**src/rtl/pulse_stretcher_bank.sv**
```systemverilog
// Bank of independent pulse stretchers with shared hold length and sticky edge flags.
// Optional input synchronizer: define PULSE_STRETCHER_BANK_SYNC_EN.
module pulse_stretcher_bank #(
    parameter int CHANNELS  = 4,
    parameter int BITS      = 20,
    parameter int RETRIGGER = 1
) (
    input  logic                clk,
    input  logic                reset,
    input  logic [CHANNELS-1:0] in,
    input  logic [BITS-1:0]     hold,
    input  logic                clear,
    output logic [CHANNELS-1:0] out,
    output logic [CHANNELS-1:0] sticky,
    output logic                any_active
);

    logic [CHANNELS-1:0] src;

`ifdef PULSE_STRETCHER_BANK_SYNC_EN
    logic [CHANNELS-1:0] sync1_q;
    logic [CHANNELS-1:0] sync2_q;

    always_ff @(posedge clk or posedge reset) begin
        if (reset) begin
            sync1_q <= '0;
            sync2_q <= '0;
        end else begin
            sync1_q <= in;
            sync2_q <= sync1_q;
        end
    end

    assign src = sync2_q;
`else
    assign src = in;
`endif

    logic [CHANNELS-1:0] s_q;
    logic [CHANNELS-1:0] s_prev_q;
    logic [CHANNELS-1:0] out_q;
    logic [CHANNELS-1:0] out_d;
    logic [CHANNELS-1:0] sticky_q;
    logic [CHANNELS-1:0] sticky_d;
    logic [BITS-1:0]     cnt_q [CHANNELS];
    logic [BITS-1:0]     cnt_d [CHANNELS];
    logic [CHANNELS-1:0] rise;
    logic [BITS-1:0]     hold_m1;

    assign rise    = s_q & ~s_prev_q;
    assign hold_m1 = (hold == '0) ? '0 : hold - BITS'(1);

    always_comb begin
        out_d = s_q;
        cnt_d = cnt_q;
        for (int i = 0; i < CHANNELS; i++) begin
            if (rise[i] && (cnt_q[i] == '0 || RETRIGGER != 0)) begin
                out_d[i] = 1'b1;
                cnt_d[i] = hold_m1;
            end else if (cnt_q[i] != '0) begin
                out_d[i] = 1'b1;
                cnt_d[i] = cnt_q[i] - BITS'(1);
            end
        end
    end

    // A new edge in the clearing cycle keeps its flag
    assign sticky_d = (sticky_q & ~{CHANNELS{clear}}) | rise;

    always_ff @(posedge clk or posedge reset) begin
        if (reset) begin
            s_q      <= '0;
            s_prev_q <= '0;
            out_q    <= '0;
            sticky_q <= '0;
            cnt_q    <= '{default: '0};
        end else begin
            s_q      <= src;
            s_prev_q <= s_q;
            out_q    <= out_d;
            sticky_q <= sticky_d;
            cnt_q    <= cnt_d;
        end
    end

    assign out        = out_q;
    assign sticky     = sticky_q;
    assign any_active = |out_q;

endmodule

```
**config.mk**
```make
export PLATFORM = sky130hd
export DESIGN_NAME = pulse_stretcher_bank
export DESIGN_NICKNAME = d
export VERILOG_FILES = /design/src/rtl/pulse_stretcher_bank.sv
export SDC_FILE = /design/constraint.sdc
export NUM_CORES = 1
export LEC_CHECK = 0
export BUFFER_PORTS_ARGS = -buffer_cell sky130_fd_sc_hd__buf_2
export CAP_MARGIN = 10
export CORE_ASPECT_RATIO = 1.4
export CORE_UTILIZATION = 55
export DETAILED_ROUTE_END_ITERATION = 8
export GPL_TIMING_DRIVEN = 0
export PLACE_DENSITY = 0.82
export SLEW_MARGIN = 20
export SYNTH_ARGS = -nofsm -noshare
export SYNTH_HDL_FRONTEND = slang
export SYNTH_SLANG_ARGS = --single-unit
```
**constraint.sdc**
```tcl
create_clock -name clk -period 3.1 [get_ports clk]
set_clock_uncertainty 0.1 [all_clocks]
set_input_delay 0.31 -clock clk [delete_from_list [all_inputs] [get_ports clk]]
set_output_delay 0.31 -clock clk [all_outputs]
set_load 0.03 [all_outputs]
```
==> flow_summary_export.csv <==
group,metric,value,unit
placement,place_inst,792,
min_path,holdCritPathClass,"input pin to register",
sta,worstMarginPinSlew,1.25,ns
worst_setup_path,worst-endpoint-required,3.17,ns
sta,finalCriticalPeriod,2.81,ns
synthesis,synth_seq_cells,96,
sta,setup_viol,0,
detailed_routing,routed-wl-met2,7550,µm
worst_setup_path,start_kind,"input pin",
cts,cts_tree,"yes",
finish,area_growth,13.3,%
synthesis,netlist_instances,622,
detailed_routing,iteration_0_drc_markers,505,
finish,instances_no_fill,813,
cts,cell_at_the_root_of_the_clock_tree,"clkbuf_16",
sta,unrepaired_setup_endpoints_after_global_routing,"false",
run,maxCapViolations,0,
cts,clk_path_buf_depth,2,
worst_setup_path,cp_data_arrival_time,2.88,ns
cts,cts.repair.resized,0,
placement,port_buffers,34,
floorplan,die_h,123,µm
global_routing,grt_antenna_before_repair,0,
detailed_routing,drcViolationCount,0,
global_routing,grt_remaining_overflow,0,
detailed_routing,routed_via_density,6.41,
cts,cts_num_sinks,96,
synthesis,fraction_of_post_synthesis_cell_area_in_the_top_cell_type_by_area,41.7,%
worst_setup_path,worst_setup_path_end_kind,"register",
detailed_routing,via_count,5208,
finish,fillCellCount,860,
synthesis,synthesis.nets,659,
placement,place.gp.congestion,0.930,
cts,cts_inserted_buffers,9,
detailed_routing,wl_per_cell,19.4,µm
synthesis,ys_warn_count,0,
synthesis,mappedNetlistArea,0.00576,mm²
global_routing,first_global_vias,5127,
detailed_routing,top_layer_used,"met4",
synthesis,synthesis.area_per_instance,9.27,µm²
synthesis,synth-edff-count,0,
floorplan,dieArea,0.0109,mm²
finish,layout.cells.most_common,"dfrtp_1",
floorplan,top_level_ports,36,
synthesis,synth_flop_cell,"dfrtp_1",
detailed_routing,route.layer.met1.wl,6190,µm
synthesis,synthTopCellsByArea,"dfrtp_1, xor2_1, o21ai_0, xnor2_1, nor2_1",
worst_setup_path,cp_max_fo,7,
power_and_ir_drop,static-leakage-power,2.54,nW
detailed_routing,drt_pass1_iterations,5,
synthesis,synth_area_leader_cell,"dfrtp_1",
finish,post_route_cells_drive_above_1_share,12.2,%
synthesis,post_synth_num_cell_types,58,
floorplan,rows,43,
power_and_ir_drop,power_density_cells,612,mW/mm²
synthesis,synth_seq_area_share,41.7,%
placement,post-dp-hpwl,11100,µm
power_and_ir_drop,power.ir.vdd_worst,0.000324,V
global_routing,pin_count_of_the_biggest_net_entering_global_routing,58,
cts,clkTransAtPathRegs,0.06,ns
finish,final_cell_mix,"dfrtp_1, o21ai_0, xor2_1",
sta,fin_crit_sh,90.6,%
global_routing,grt_pass1_wl,25300,µm
sta,slew_headroom,15.8,%
floorplan,initial_core_util,57.3,%
finish,final_nets,710,
detailed_routing,antenna_violating_nets_post_route,0,
finish,multi_input_gate_area_in_the_final_layout,0.00318,mm²
sta,final.hold.worst_slack,0.0887,ns
finish,final_core_utilization,64.9,%
cts,cts-htree-levels,3,
detailed_routing,wirelength,15800,µm
finish,final-seq-area,0.00240,mm²
finish,diodes,0,
synthesis,async_flop_share,100,%
worst_setup_path,criticalPathCategory,"input pin to register",
detailed_routing,wl_met3,1070,µm
floorplan,die_width,88.5,µm
floorplan,floorplan.core_area,0.0101,mm²
global_routing,track_usage,31.3,%
cts,clk_latency,0.36,ns
sta,timing.final.max_slew_violations,0,
run_status,outcome,"complete, no violations",
sta,max_clock_freq,0.356,GHz
sta,report.final.hold_viol_count,0,
## final cells by class
cell class                 instances  share of cell area (%)
tap                              135                    2.59
timing repair buffer              40                    3.79
sequential                        96                    36.8
buffer                            29                    1.82
clock buffer                       9                    3.45
inverter                          16                   0.996
multi-input combinational        481                    48.7
clock inverter                     7                    1.84
## cell families after synthesis
kind of cell	Yosys count	synth area share (%)
adder cells (fa/ha/maj)	10	2.17
buffers and inverters	45	3.10
AND/OR/NAND/NOR	245	24.7
AO/OA/AOI/OAI	131	13.3
XOR/XNOR	73	11.1
multiplexers	22	3.99
flip-flops	96	41.7
## through the flow
step                setup slack, ns  setup TNS [ns]  power (mW)  cell area [µm²]
floorplan                     0.185               0        2.41             5760
global placement             -0.885          -84.76        2.62             6100
detailed placement           0.0880               0        2.69             6140
CTS                           0.446               0        3.98             6530
global route                  0.298               0        4.19             6530
finish                        0.292               0        3.99             6530
## cell usage after synthesis, types with 3 or more instances
| cell | n |
|---|---|
| dfrtp_1 | 96 |
| o21ai_0 | 55 |
| xor2_1 | 52 |
| nor2_1 | 41 |
| nand2_1 | 37 |
| nand3_1 | 30 |
| a21oi_1 | 26 |
| clkbuf_1 | 24 |
| xnor2_1 | 21 |
| nor3_1 | 20 |
| nor4_1 | 17 |
| or3_1 | 17 |
| inv_1 | 16 |
| mux2i_1 | 14 |
| or4_1 | 14 |
| nand4_1 | 12 |
| ha_1 | 10 |
| nand4b_1 | 9 |
| o22ai_1 | 9 |
| mux2_2 | 8 |
| nand2b_1 | 7 |
| o211ai_1 | 7 |
| nor2b_1 | 6 |
| o21ai_1 | 6 |
| o31ai_1 | 5 |
| nor3_2 | 4 |
| a31oi_1 | 3 |
| and2_1 | 3 |
| nand3b_1 | 3 |
| nor3b_1 | 3 |
| nor4_4 | 3 |
| nor4b_1 | 3 |
| or2_2 | 3 |
| or3b_2 | 3 |
## report_power, final
group / switching [mW] / total (mW) / internal [mW]
clock network: 0.505 / 1.29 / 0.790
logic: 0.503 / 0.907 / 0.405
registers: 0.287 / 1.79 / 1.51
## routing by layer
metal | vias to the layer above | global-route usage, %
met5 | - | 0
met4 | 0 | 22.1
met3 | 68 | 5.47
met2 | 228 | 48.8
met1 | 2540 | 39.0
li1 | 2372 | -
## path summary, 6_finish.rpt
check                                       from               endpoint  slack, ns  cells after the start
max                                      hold[4]  cnt_q[73]$_DFFE_PP0P_       0.29                      7
min                                        clear    sticky[0]$_DFF_PP0_       0.09                      2
max reg2reg                cnt_q[40]$_DFFE_PP0P_  cnt_q[58]$_DFFE_PP0P_       0.50                      8
min reg2reg                     s_q[1]$_DFF_PP0_  s_prev_q[1]$_DFF_PP0_       0.31                      0
max in group asynchronous                  reset       out[2]$_DFF_PP0_       1.90                      4
min in group asynchronous                  reset  cnt_q[32]$_DFFE_PP0P_       0.40                      3
## state kept, by name, indices dropped and copies added (netlist names)
name      cells
out           4
cnt_q        80
sticky        4
s_prev_q      4
s_q           4
## critical path, cell delays in order
cell and delay, ns:
buf_2 0.13, or4_1 0.55, buf_6 0.16, nor4_4 0.40
a21boi_0 0.16, o21ai_0 0.99, mux2i_1 0.17
## timing repair
item,in CTS,in global routing
endpoints found under the hold margin,43,0
setup endpoints to repair,0,0
hold buffers,5,0
buffers inserted,0,0
No activity file was read; power rests on OpenSTA's default activity.
